$ cat src/rtl/hold_seq_param.sv
// Gate/burst sequencer: holds gate high for a programmable run length, flags the end, optionally re-arms.
// Latency: start sampled in cycle c -> gate high in cycles c+1 .. c+len_q; all outputs registered.
// Backpressure: none; stop is a level abort/cancel honoured every cycle, start only in IDLE.
//
// Ports:
//   clk, rst_n  - rising-edge clock, asynchronous active-low reset
//   start       - burst request (IDLE only)
//   stop        - abort a burst / cancel auto-repeat (any state)
//   len         - burst length, 0 treated as 1, captured on RUN entry
//   auto_rpt    - re-arm after LAST (through GAP when GAP_CYC > 0)
//   gate        - high during RUN cycles
//   done_tgl    - toggles on each LAST entry
//   done        - one-cycle pulse during LAST
//   aborted     - set when LAST was entered via stop, cleared on RUN entry
//   busy        - high whenever not IDLE
//   cnt         - cycles elapsed in the current burst
module hold_seq_param #(
    parameter int CNT_W   = 4,
    parameter int GAP_CYC = 2
) (
    input  logic             clk,
    input  logic             rst_n,
    input  logic             start,
    input  logic             stop,
    input  logic [CNT_W-1:0] len,
    input  logic             auto_rpt,
    output logic             gate,
    output logic             done_tgl,
    output logic             done,
    output logic             aborted,
    output logic             busy,
    output logic [CNT_W-1:0] cnt
);

    typedef enum logic [1:0] {
        S_IDLE = 2'd0,
        S_RUN  = 2'd1,
        S_LAST = 2'd2,
        S_GAP  = 2'd3
    } state_t;

    // Gap counter is sized for GAP_CYC but kept at least one bit wide so the
    // design still elaborates when GAP_CYC is 0 (GAP is then unreachable).
    localparam int            GW       = (GAP_CYC > 1) ? $clog2(GAP_CYC) : 1;
    localparam logic [GW-1:0] GAP_LAST = GW'((GAP_CYC > 0) ? GAP_CYC - 1 : 0);

    state_t           state_q;
    state_t           state_d;
    logic [CNT_W-1:0] len_q;
    logic [GW-1:0]    gap_q;

    logic load;       // entering RUN: capture len, clear cnt and aborted
    logic cnt_inc;
    logic set_abort;
    logic gap_clr;
    logic gap_inc;

    always_comb begin
        state_d   = state_q;
        load      = 1'b0;
        cnt_inc   = 1'b0;
        set_abort = 1'b0;
        gap_clr   = 1'b0;
        gap_inc   = 1'b0;
        case (state_q)
            S_IDLE: begin
                if (start) begin
                    state_d = S_RUN;
                    load    = 1'b1;
                end
            end
            S_RUN: begin
                // stop wins over the terminal count so a coincident abort is reported
                if (stop) begin
                    state_d   = S_LAST;
                    set_abort = 1'b1;
                end else if (cnt == len_q - CNT_W'(1)) begin
                    state_d = S_LAST;
                end else begin
                    cnt_inc = 1'b1;
                end
            end
            S_LAST: begin
                if (auto_rpt && !stop) begin
                    if (GAP_CYC > 0) begin
                        state_d = S_GAP;
                        gap_clr = 1'b1;
                    end else begin
                        state_d = S_RUN;
                        load    = 1'b1;
                    end
                end else begin
                    state_d = S_IDLE;
                end
            end
            S_GAP: begin
                if (stop) begin
                    state_d = S_IDLE;
                end else if (gap_q == GAP_LAST) begin
                    state_d = S_RUN;
                    load    = 1'b1;
                end else begin
                    gap_inc = 1'b1;
                end
            end
            default: state_d = S_IDLE;
        endcase
    end

    // Outputs are registered from the next state so each one moves on the
    // same edge as the state it describes.
    always_ff @(posedge clk or negedge rst_n) begin
        if (!rst_n) begin
            state_q  <= S_IDLE;
            len_q    <= '0;
            cnt      <= '0;
            gap_q    <= '0;
            gate     <= 1'b0;
            done     <= 1'b0;
            done_tgl <= 1'b0;
            aborted  <= 1'b0;
            busy     <= 1'b0;
        end else begin
            state_q <= state_d;
            gate    <= (state_d == S_RUN);
            busy    <= (state_d != S_IDLE);
            done    <= (state_d == S_LAST);
            // LAST never persists, so a next state of LAST is always an entry
            if (state_d == S_LAST) begin
                done_tgl <= ~done_tgl;
            end
            if (load) begin
                len_q   <= (len == '0) ? CNT_W'(1) : len;
                cnt     <= '0;
                aborted <= 1'b0;
            end else begin
                if (cnt_inc) begin
                    cnt <= cnt + CNT_W'(1);
                end
                if (set_abort) begin
                    aborted <= 1'b1;
                end
            end
            if (gap_clr) begin
                gap_q <= '0;
            end else if (gap_inc) begin
                gap_q <= gap_q + GW'(1);
            end
        end
    end

endmodule
$ cat config.mk
export PLATFORM = sky130hd
export DESIGN_NAME = hold_seq_param
export DESIGN_NICKNAME = d
export VERILOG_FILES = /design/src/rtl/hold_seq_param.sv
export SDC_FILE = /design/constraint.sdc
export NUM_CORES = 1
export LEC_CHECK = 0
export ABC_AREA = 1
export CAP_MARGIN = 20
export CELL_PAD_IN_SITES_DETAIL_PLACEMENT = 1
export CELL_PAD_IN_SITES_GLOBAL_PLACEMENT = 1
export CORE_ASPECT_RATIO = 1.75
export CORE_UTILIZATION = 33
export DETAILED_ROUTE_END_ITERATION = 6
export PLACE_DENSITY_LB_ADDON = 0.2
export REMOVE_ABC_BUFFERS = 1
export SLEW_MARGIN = 10
export SYNTH_ARGS = -nofsm -noshare
export SYNTH_HDL_FRONTEND = slang
export SYNTH_SLANG_ARGS = --single-unit
export TNS_END_PERCENT = 100
$ cat constraint.sdc
create_clock -name clk -period 1.7 [get_ports clk]
set_input_delay 0.255 -clock clk [delete_from_list [all_inputs] [get_ports clk]]
set_output_delay 0.255 -clock clk [all_outputs]
set_load 0.05 [all_outputs]
; Yosys cells after proc, flatten, opt, wreduce, memory -nomap -nowiden
; Index checks and enable logic that the tools add are counted.
[totals]
out_inout_bits = 9
regBits = 16
[op_classes]
reduce_logical = 8
add_sub_neg = 3
n_eq_ne = 6
bitwise_logic = 1
mux = 28
[op_table]
columns = operator, count
row1 = $mux 1, 17
row2 = $mux 2, 6
row3 = $mux 4, 3
row4 = $pmux 2 s4, 1
row5 = $reduce_bool 2->1, 4
row6 = $eq 2x2->1 const B, 3
row7 = $add 4x1->4 const B, 1
row8 = $eq 2x1->1 const B, 2
row9 = $eq 4x4->1, 1
row10 = $logic_not 4->1, 1
row11 = $sub 4x1->4 const B, 1
row12 = $logic_not 2->1, 1
row13 = $pmux 1 s2, 1
row14 = $add 1x1->1 const B, 1
row15 = $logic_and 1x1->1, 1
row16 = $logic_not 1->1, 1
row17 = $not 1->1, 1

; Depth between registers and ports, before layout
; Gate-level depths: netlist of run 1.
[depth]
depth_word = 7
ltp_mapped = 16

; Worst setup path after synthesis of run 1
; OpenSTA, ideal clock, no wires.
[synth_path]
path_type = flip-flop to flip-flop
from = reg len_q[0]
to = reg done_tgl
path_buffers = 0
arrival_time_ps = 1569
stages_incl_launch_ff = 17
setup_time_ps = 119
path_slack_ps = 12
period_less_slack_ps = 1688
path_cell_list = dfrtp_1 -> inv_2 -> ha_1 -> nand2_1 -> inv_1 -> nor2_1 -> nand2_1 -> nor2_1 -> nand2_2 -> nand3_4 -> inv_2 -> nand2_2 -> nand2_4 -> inv_2 -> nand2_2 -> nand2_1 -> nand2_1
[synth_via]
elab_chain_len = 6
[synth_rtl]
columns = item, line
row1 = "start, declared", 49  ; logic [CNT_W-1:0] len_q;
row2 = "start signal, assigned", 133  ; len_q <= (len == '0) ? CNT_W'(1) : len;
row3 = $sub 4x1->4, 77  ; end else if (cnt == len_q - CNT_W'(1)) begin
row4 = $eq 4x4->1, 77
row5 = $mux 2, 77
row6 = $mux 2, 74  ; if (stop) begin
row7 = $pmux 2 s4, 65  ; case (state_q)
row8 = named net state_d[0], 48  ; state_t state_d;
row9 = $eq 2x2->1, 129  ; if (state_d == S_LAST) begin
row10 = "end signal, assigned", 130  ; done_tgl <= ~done_tgl;
row11 = "end, declared", 28  ; output logic done_tgl,
; The timed path passes the listed nets, and every way through them passes these cells.
; A chain may end at the register's enable or synchronous reset.

; Final worst setup path of run 1
; Ends and elaborated chain as after synthesis.

==> results of run 1 <==
per-stage QoR:
step                utilization  worst slack (ps)  hold slack (ps)  setup TNS, ps  std cells
floorplan                     -              12.1            -40.6              0        123
finish                    0.507             -44.3              329          -79.5        186
CTS                       0.482             -54.7              333          -54.7        184
global placement          0.451              -124              480           -192        179
detailed placement        0.451              -172              491           -372        179
global route              0.507              -172              347           -642        186
final cells by class:
cell class	count	area, sq um	area share
well taps	27	33.8	0.0248
inverters	23	91.3	0.0670
flip-flops and latches	16	400	0.294
repair buffers	32	268	0.197
multi-input cells	84	514	0.377
clock buffers	4	55.1	0.0404
flip-flops by register name (all words and copies together), names as in the netlist:
name      cells
busy          1
done          1
done_tgl      1
gate          1
cnt           4
len_q         4
aborted       1
gap_q         1
state_q       2
timing repair:
item | 4_1_cts | 5_1_grt
gates resized for setup | 3 | 15
gates cloned | 0 | 0
hold buffers | 0 | 0
pin swaps | 1 | 6
buffers inserted | 1 | 2
setup endpoints to repair | 6 | 10
power by group:
group,leakage (nW),internal [mW],switching (mW),total [mW]
Clock,0.0288,0.206,0.132,0.337
Combinational,0.490,0.746,1.21,1.96
Sequential,0.197,0.568,0.148,0.716
final timing paths:
kind / startpoint / depth (start not counted) / to
max in group asynchronous: rst_n / 2 / state_q[1]
hold reg to reg: done_tgl / 2 / done_tgl
hold / removal: rst_n / 2 / len_q[1]
setup / recovery: len_q[0] / 16 / done_tgl
min in group clk: done_tgl / 2 / done_tgl
setup reg to reg: len_q[0] / 16 / done_tgl
layout by cell type (no fill, tap or decap), drive strengths merged:
master and instances:
buf 24, clkbuf 4, ha 7, dfrtp 16
nand2 36, clkdlybuf4s50 8, nor2 13, a21oi 5
inv 23, nand3 10, nor4 1, o21ai 10
o32ai 1, o31ai 1
cells by family (layout without fill, tap and decap cells):
logic type	count (synthesis)	after routing	synth area share
AND/OR/NAND/NOR	60	60	0.293
AO/OA/AOI/OAI	17	17	0.0971
buffers and inverters	23	59	0.0918
adder cells (fa/ha/maj)	7	7	0.0931
flip-flops	16	16	0.426
layer usage:
layer  track usage  vias up  routed length, microns
met4        0.0833        0                      51
met1         0.168      441                     815
met2         0.383       10                    1530
li1              -      458                       -
met3        0.0223        5                      46
met5             0        -                       0
==> impl_metrics.json, run 1 <==
{
  "outcome": "finished with violations",
  "violations": "negative setup slack",
  "crit_chain": "inv_2, ha_4, nand2_2, inv_2, nor2_1, nand2_1, nor2_2, nand2_2, nand3_2, nand2_1, nand2_1, nand2_2, nand2_4, nand2_4, nand2_1, nand2_1",
  "num_antenna_cells": 0,
  "clkTransAtPathRegs_ps": 60,
  "synthCells": 123,
  "grt_pass1_wl_microns": 4260,
  "io_pins": 18,
  "synthTopCellsByArea": "dfrtp_1 (43%), nand2_1 (12%), ha_1 (9.3%)",
  "synth_most_common_cell": "nand2_1",
  "chipWidth_microns": 42.4,
  "critPathCaptureType": "flop",
  "crit_slowest_cell": "dfrtp_1",
  "clock-root-buffer": "clkbuf_8",
  "cp_top_family": "simple AND/OR/NAND/NOR gates",
  "vias_per_cell": 4.91,
  "ys_types": 17,
  "yosys-top-cells-count": "nand2_1 (30), dfrtp_1 (16), inv_1 (15)",
  "worst_slew_pin_slew_ps": 237,
  "cts_tree": "yes",
  "ys_seq_elements": 16,
  "clk_latency_ps": 250,
  "hold_viol_final": 0,
  "overflow": 0,
  "numCtsBuffers": 3,
  "yosysWarnings": 0,
  "antenna_found_initial": 0,
  "synthArstFlopShare": 1.00,
  "power_density_mw_per_mm2": 2210,
  "p_leak_nw": 0.715,
  "avgRoutedWirePerCell_microns": 13.1,
  "drc_errors": 0,
  "vdd_drop_max_mv": 0.978,
  "htree_levels": 1,
  "synth-edff-count": 0,
  "rsz0062_at_grt": "yes",
  "final_nets": 176,
  "cts_sinks": 16,
  "drtPass1Iterations": 3,
  "setup_violations": 2,
  "startpoint_type": "flop",
  "hold_path_class": "in -> async",
  "period_needed_ps": 1740,
  "synth_flop_cell": "dfrtp_1",
  "worst_path_most_repeated_cell": "nand2_1",
  "skew_ps": 0.958,
  "synth_area_leader_cell": "dfrtp_1",
  "start_util": 0.350,
  "gp_congestion": 0.783,
  "relSlewSlack": 0.840,
  "die_area_sq_mm": 0.00308,
  "ys_seq_area_frac": 0.426,
  "crit_fanout": 4,
  "netlist_area_sq_um": 941,
  "drv_slew": 0,
  "io_buffers": 17,
  "drive_gt1_frac": 0.327,
  "power_mw": 3.01,
  "cp_data_required_time_ps": 1840,
  "antenna_left": 0,
  "syn_area_per_cell_sq_um": 7.65,
  "num_rows": 25,
  "cts_buffer_depth": 2,
  "core_sq_mm": 0.00269,
  "path_class": "reg -> reg",
  "reg2reg_slack_ps": -40,
  "fmax_mhz": 573,
  "areaGrowthSynthToFinish_pct": 44.8,
  "grt_max_degree": 17,
  "track_usage": 0.185,
  "crit_path_max_incr_delay_ps": 400,
  "dpl-instance-area_sq_mm": 0.00121,
  "fin_crit_sh": 1.03,
  "dr.first_iter.drc_count": 10,
  "fillCellCount": 332,
  "num_vias": 914,
  "grt_pass1_vias": 1016,
  "setup_ws_ps": -44.3,
  "wl_microns": 2440,
  "die_h_microns": 72.6,
  "arrival_ps": 1890,
  "final_cell_area_sq_mm": 0.00136,
  "synth_top_area_share": 0.426,
  "cp.buffers_inverters": 2,
  "dpl.hpwl_microns": 1930,
  "maxCapViolations": 0
}
Note: power is estimated with default switching activity, not from simulation.
==> inputs of run 2 (changes only) <==
CTS_CLUSTER_SIZE = 20   (was unset)
==> results of run 2 <==
Final layout, timing and power as in run 1 (identical DEF).
==> inputs of run 3 (changes only) <==
SKIP_CTS_REPAIR_TIMING = 1   (was unset)
==> run 3 against run 2 <==
  * The run still ends with negative setup slack left
  * Critical path depth unchanged
  * Final cell count down 0.54%
  * Maximum frequency grew 1.6%
  * Register-to-register slack gained 30 ps
  * Count of clock-buffer cells in the layout unchanged
  * Clock power about the same
  * First-iteration DRC count is the same
  * Non-clock buffer count is 1 lower
==> impl_metrics.json, run 3 (synthesized netlist as in run 1, its figures left out) <==
{
  "p_leak_nw": 0.701,
  "drtPass1Iterations": 4,
  "period_needed_ps": 1720,
  "crit_fanout": 4,
  "start_util": 0.350,
  "num_rows": 25,
  "cp_data_required_time_ps": 1840,
  "reg2reg_slack_ps": -20,
  "vdd_drop_max_mv": 0.972,
  "die_h_microns": 72.6,
  "top_regs": "cnt x4, len_q x4, state_q x2",
  "power_mw": 2.94,
  "top_usage_layer": "met2",
  "hold_path_class": "in -> async",
  "htree_levels": 1,
  "switching_share": 0.493,
  "critPathCaptureType": "flop",
  "fin_crit_sh": 1.01,
  "die_area_sq_mm": 0.00308,
  "r2r-end": "done_tgl",
  "grtUsageMet2": 0.369,
  "drc_errors": 0,
  "stdcell_count": 185,
  "layout.cells.most_common": "nand2_1",
  "io_pins": 18,
  "grtUsageMet3": 0.0223,
  "dpl.hpwl_microns": 1930,
  "antenna_found_initial": 0,
  "p_int_mw": 1.49,
  "cts_tree": "yes",
  "power_density_mw_per_mm2": 2190,
  "p_switching_mw": 1.45,
  "numCtsBuffers": 3,
  "drv_slew": 0,
  "relSlewSlack": 0.840,
  "grt_pass1_vias": 1003,
  "startpoint_type": "flop",
  "p_comb_frac": 0.640,
  "place_ws_ps": -172,
  "avgRoutedWirePerCell_microns": 12.8,
  "io_buffers": 17,
  "vias_per_cell": 4.93,
  "rsz0062_at_grt": "yes",
  "power_frac_clock": 0.114,
  "setup_violations": 2,
  "skew_ps": 0.878,
  "wl_microns": 2360,
  "grt_pass1_wl_microns": 4260,
  "grt_max_degree": 17,
  "gp_congestion": 0.783,
  "hold_viol_final": 0,
  "clk_latency_ps": 250,
  "track_usage": 0.184,
  "final_cell_area_sq_mm": 0.00134,
  "seqPwrFrac": 0.245,
  "dpl-instance-area_sq_mm": 0.00121,
  "antenna_left": 0,
  "num_antenna_cells": 0,
  "dr.first_iter.drc_count": 10,
  "place_inst": 179,
  "reg2regPathDepth": 16,
  "chipWidth_microns": 42.4,
  "fmax_mhz": 582,
  "outcome": "finished with violations",
  "setup_ws_ps": -17.2,
  "drive_gt1_frac": 0.310,
  "arrival_ps": 1860,
  "num_vias": 912,
  "layout_common_cells": "nand2_1 (29), buf_4 (22), dfrtp_1 (16), inv_1 (15), nor2_1 (10)",
  "clkTransAtPathRegs_ps": 60,
  "fin_tns_setup_ps": -24.3,
  "violations": "negative setup slack",
  "cts_sinks": 16,
  "fillCellCount": 337,
  "timing.rr.start": "len_q[0]",
  "cts_buffer_depth": 2,
  "worst_slew_pin_slew_ps": 237,
  "final_nets": 175,
  "overflow": 0,
  "startpoint": "len_q[0]",
  "path_class": "reg -> reg",
  "core_sq_mm": 0.00269,
  "use_met1": 0.177,
  "maxCapViolations": 0,
  "areaGrowthSynthToFinish_pct": 42.2,
  "clock-root-buffer": "clkbuf_8"
}
## run 3: cell types whose count changed in the layout (fill, tap and decap cells not counted), sizes merged
cell / change
buf: -1
## run 3: area by class of cell
| type | instances | area (sq um) | share of cell area |
|---|---|---|---|
| Multi-Input combinational cell | 84 | 503 | 0.376 |
| Sequential cell | 16 | 400 | 0.299 |
| Timing Repair Buffer | 31 | 256 | 0.192 |
| Inverter | 23 | 88.8 | 0.0664 |
| Clock buffer | 4 | 55.1 | 0.0412 |
| Tap cell | 27 | 33.8 | 0.0253 |
## run 3: metal layers
metal	vias to the layer above	part of all wire	wire, microns
met5	-	0	0
met4	0	0.022	51
met2	12	0.60	1420
li1	456	-	-
met3	5	0.020	47
met1	439	0.36	841
## run 3: worst max path at each step
stage                to
2_1_floorplan  done_tgl
3_3_place_gp   done_tgl
3_5_place_dp   done_tgl
4_1_cts        done_tgl
5_1_grt        done_tgl
6_report       done_tgl
## run 3: worst max-delay path, stage by stage, from the launching register on
cell	delay [ps]
dfrtp_1	390
inv_2	80
ha_4	210
nand2_2	60
inv_1	40
nor2_1	70
nand2_1	60
nor2_2	90
nand2_2	90
nand3_2	60
nand2_1	50
nand2_1	90
nand2_2	80
nand2_4	90
nand2_4	50
nand2_1	50
nand2_1	50
## run 3: power groups by stage
stage	combinational [mW]	sequential (mW)	clock, mW
6_report	1.88	0.719	0.336
5_1_grt	2.09	0.750	0.366
4_1_cts	1.74	0.720	0.345
3_5_place_dp	1.73	0.725	0
3_3_place_gp	1.67	0.707	0
2_1_floorplan	0.790	1.06	0
## run 3: stage by stage
| step | util | hold slack (ps) |
|---|---|---|
| 2_1_floorplan | - | -40.6 |
| 3_3_place_gp | 0.451 | 480 |
| 3_5_place_dp | 0.451 | 491 |
| 4_1_cts | 0.471 | 333 |
| 5_1_grt | 0.497 | 347 |
| 6_report | 0.497 | 329 |
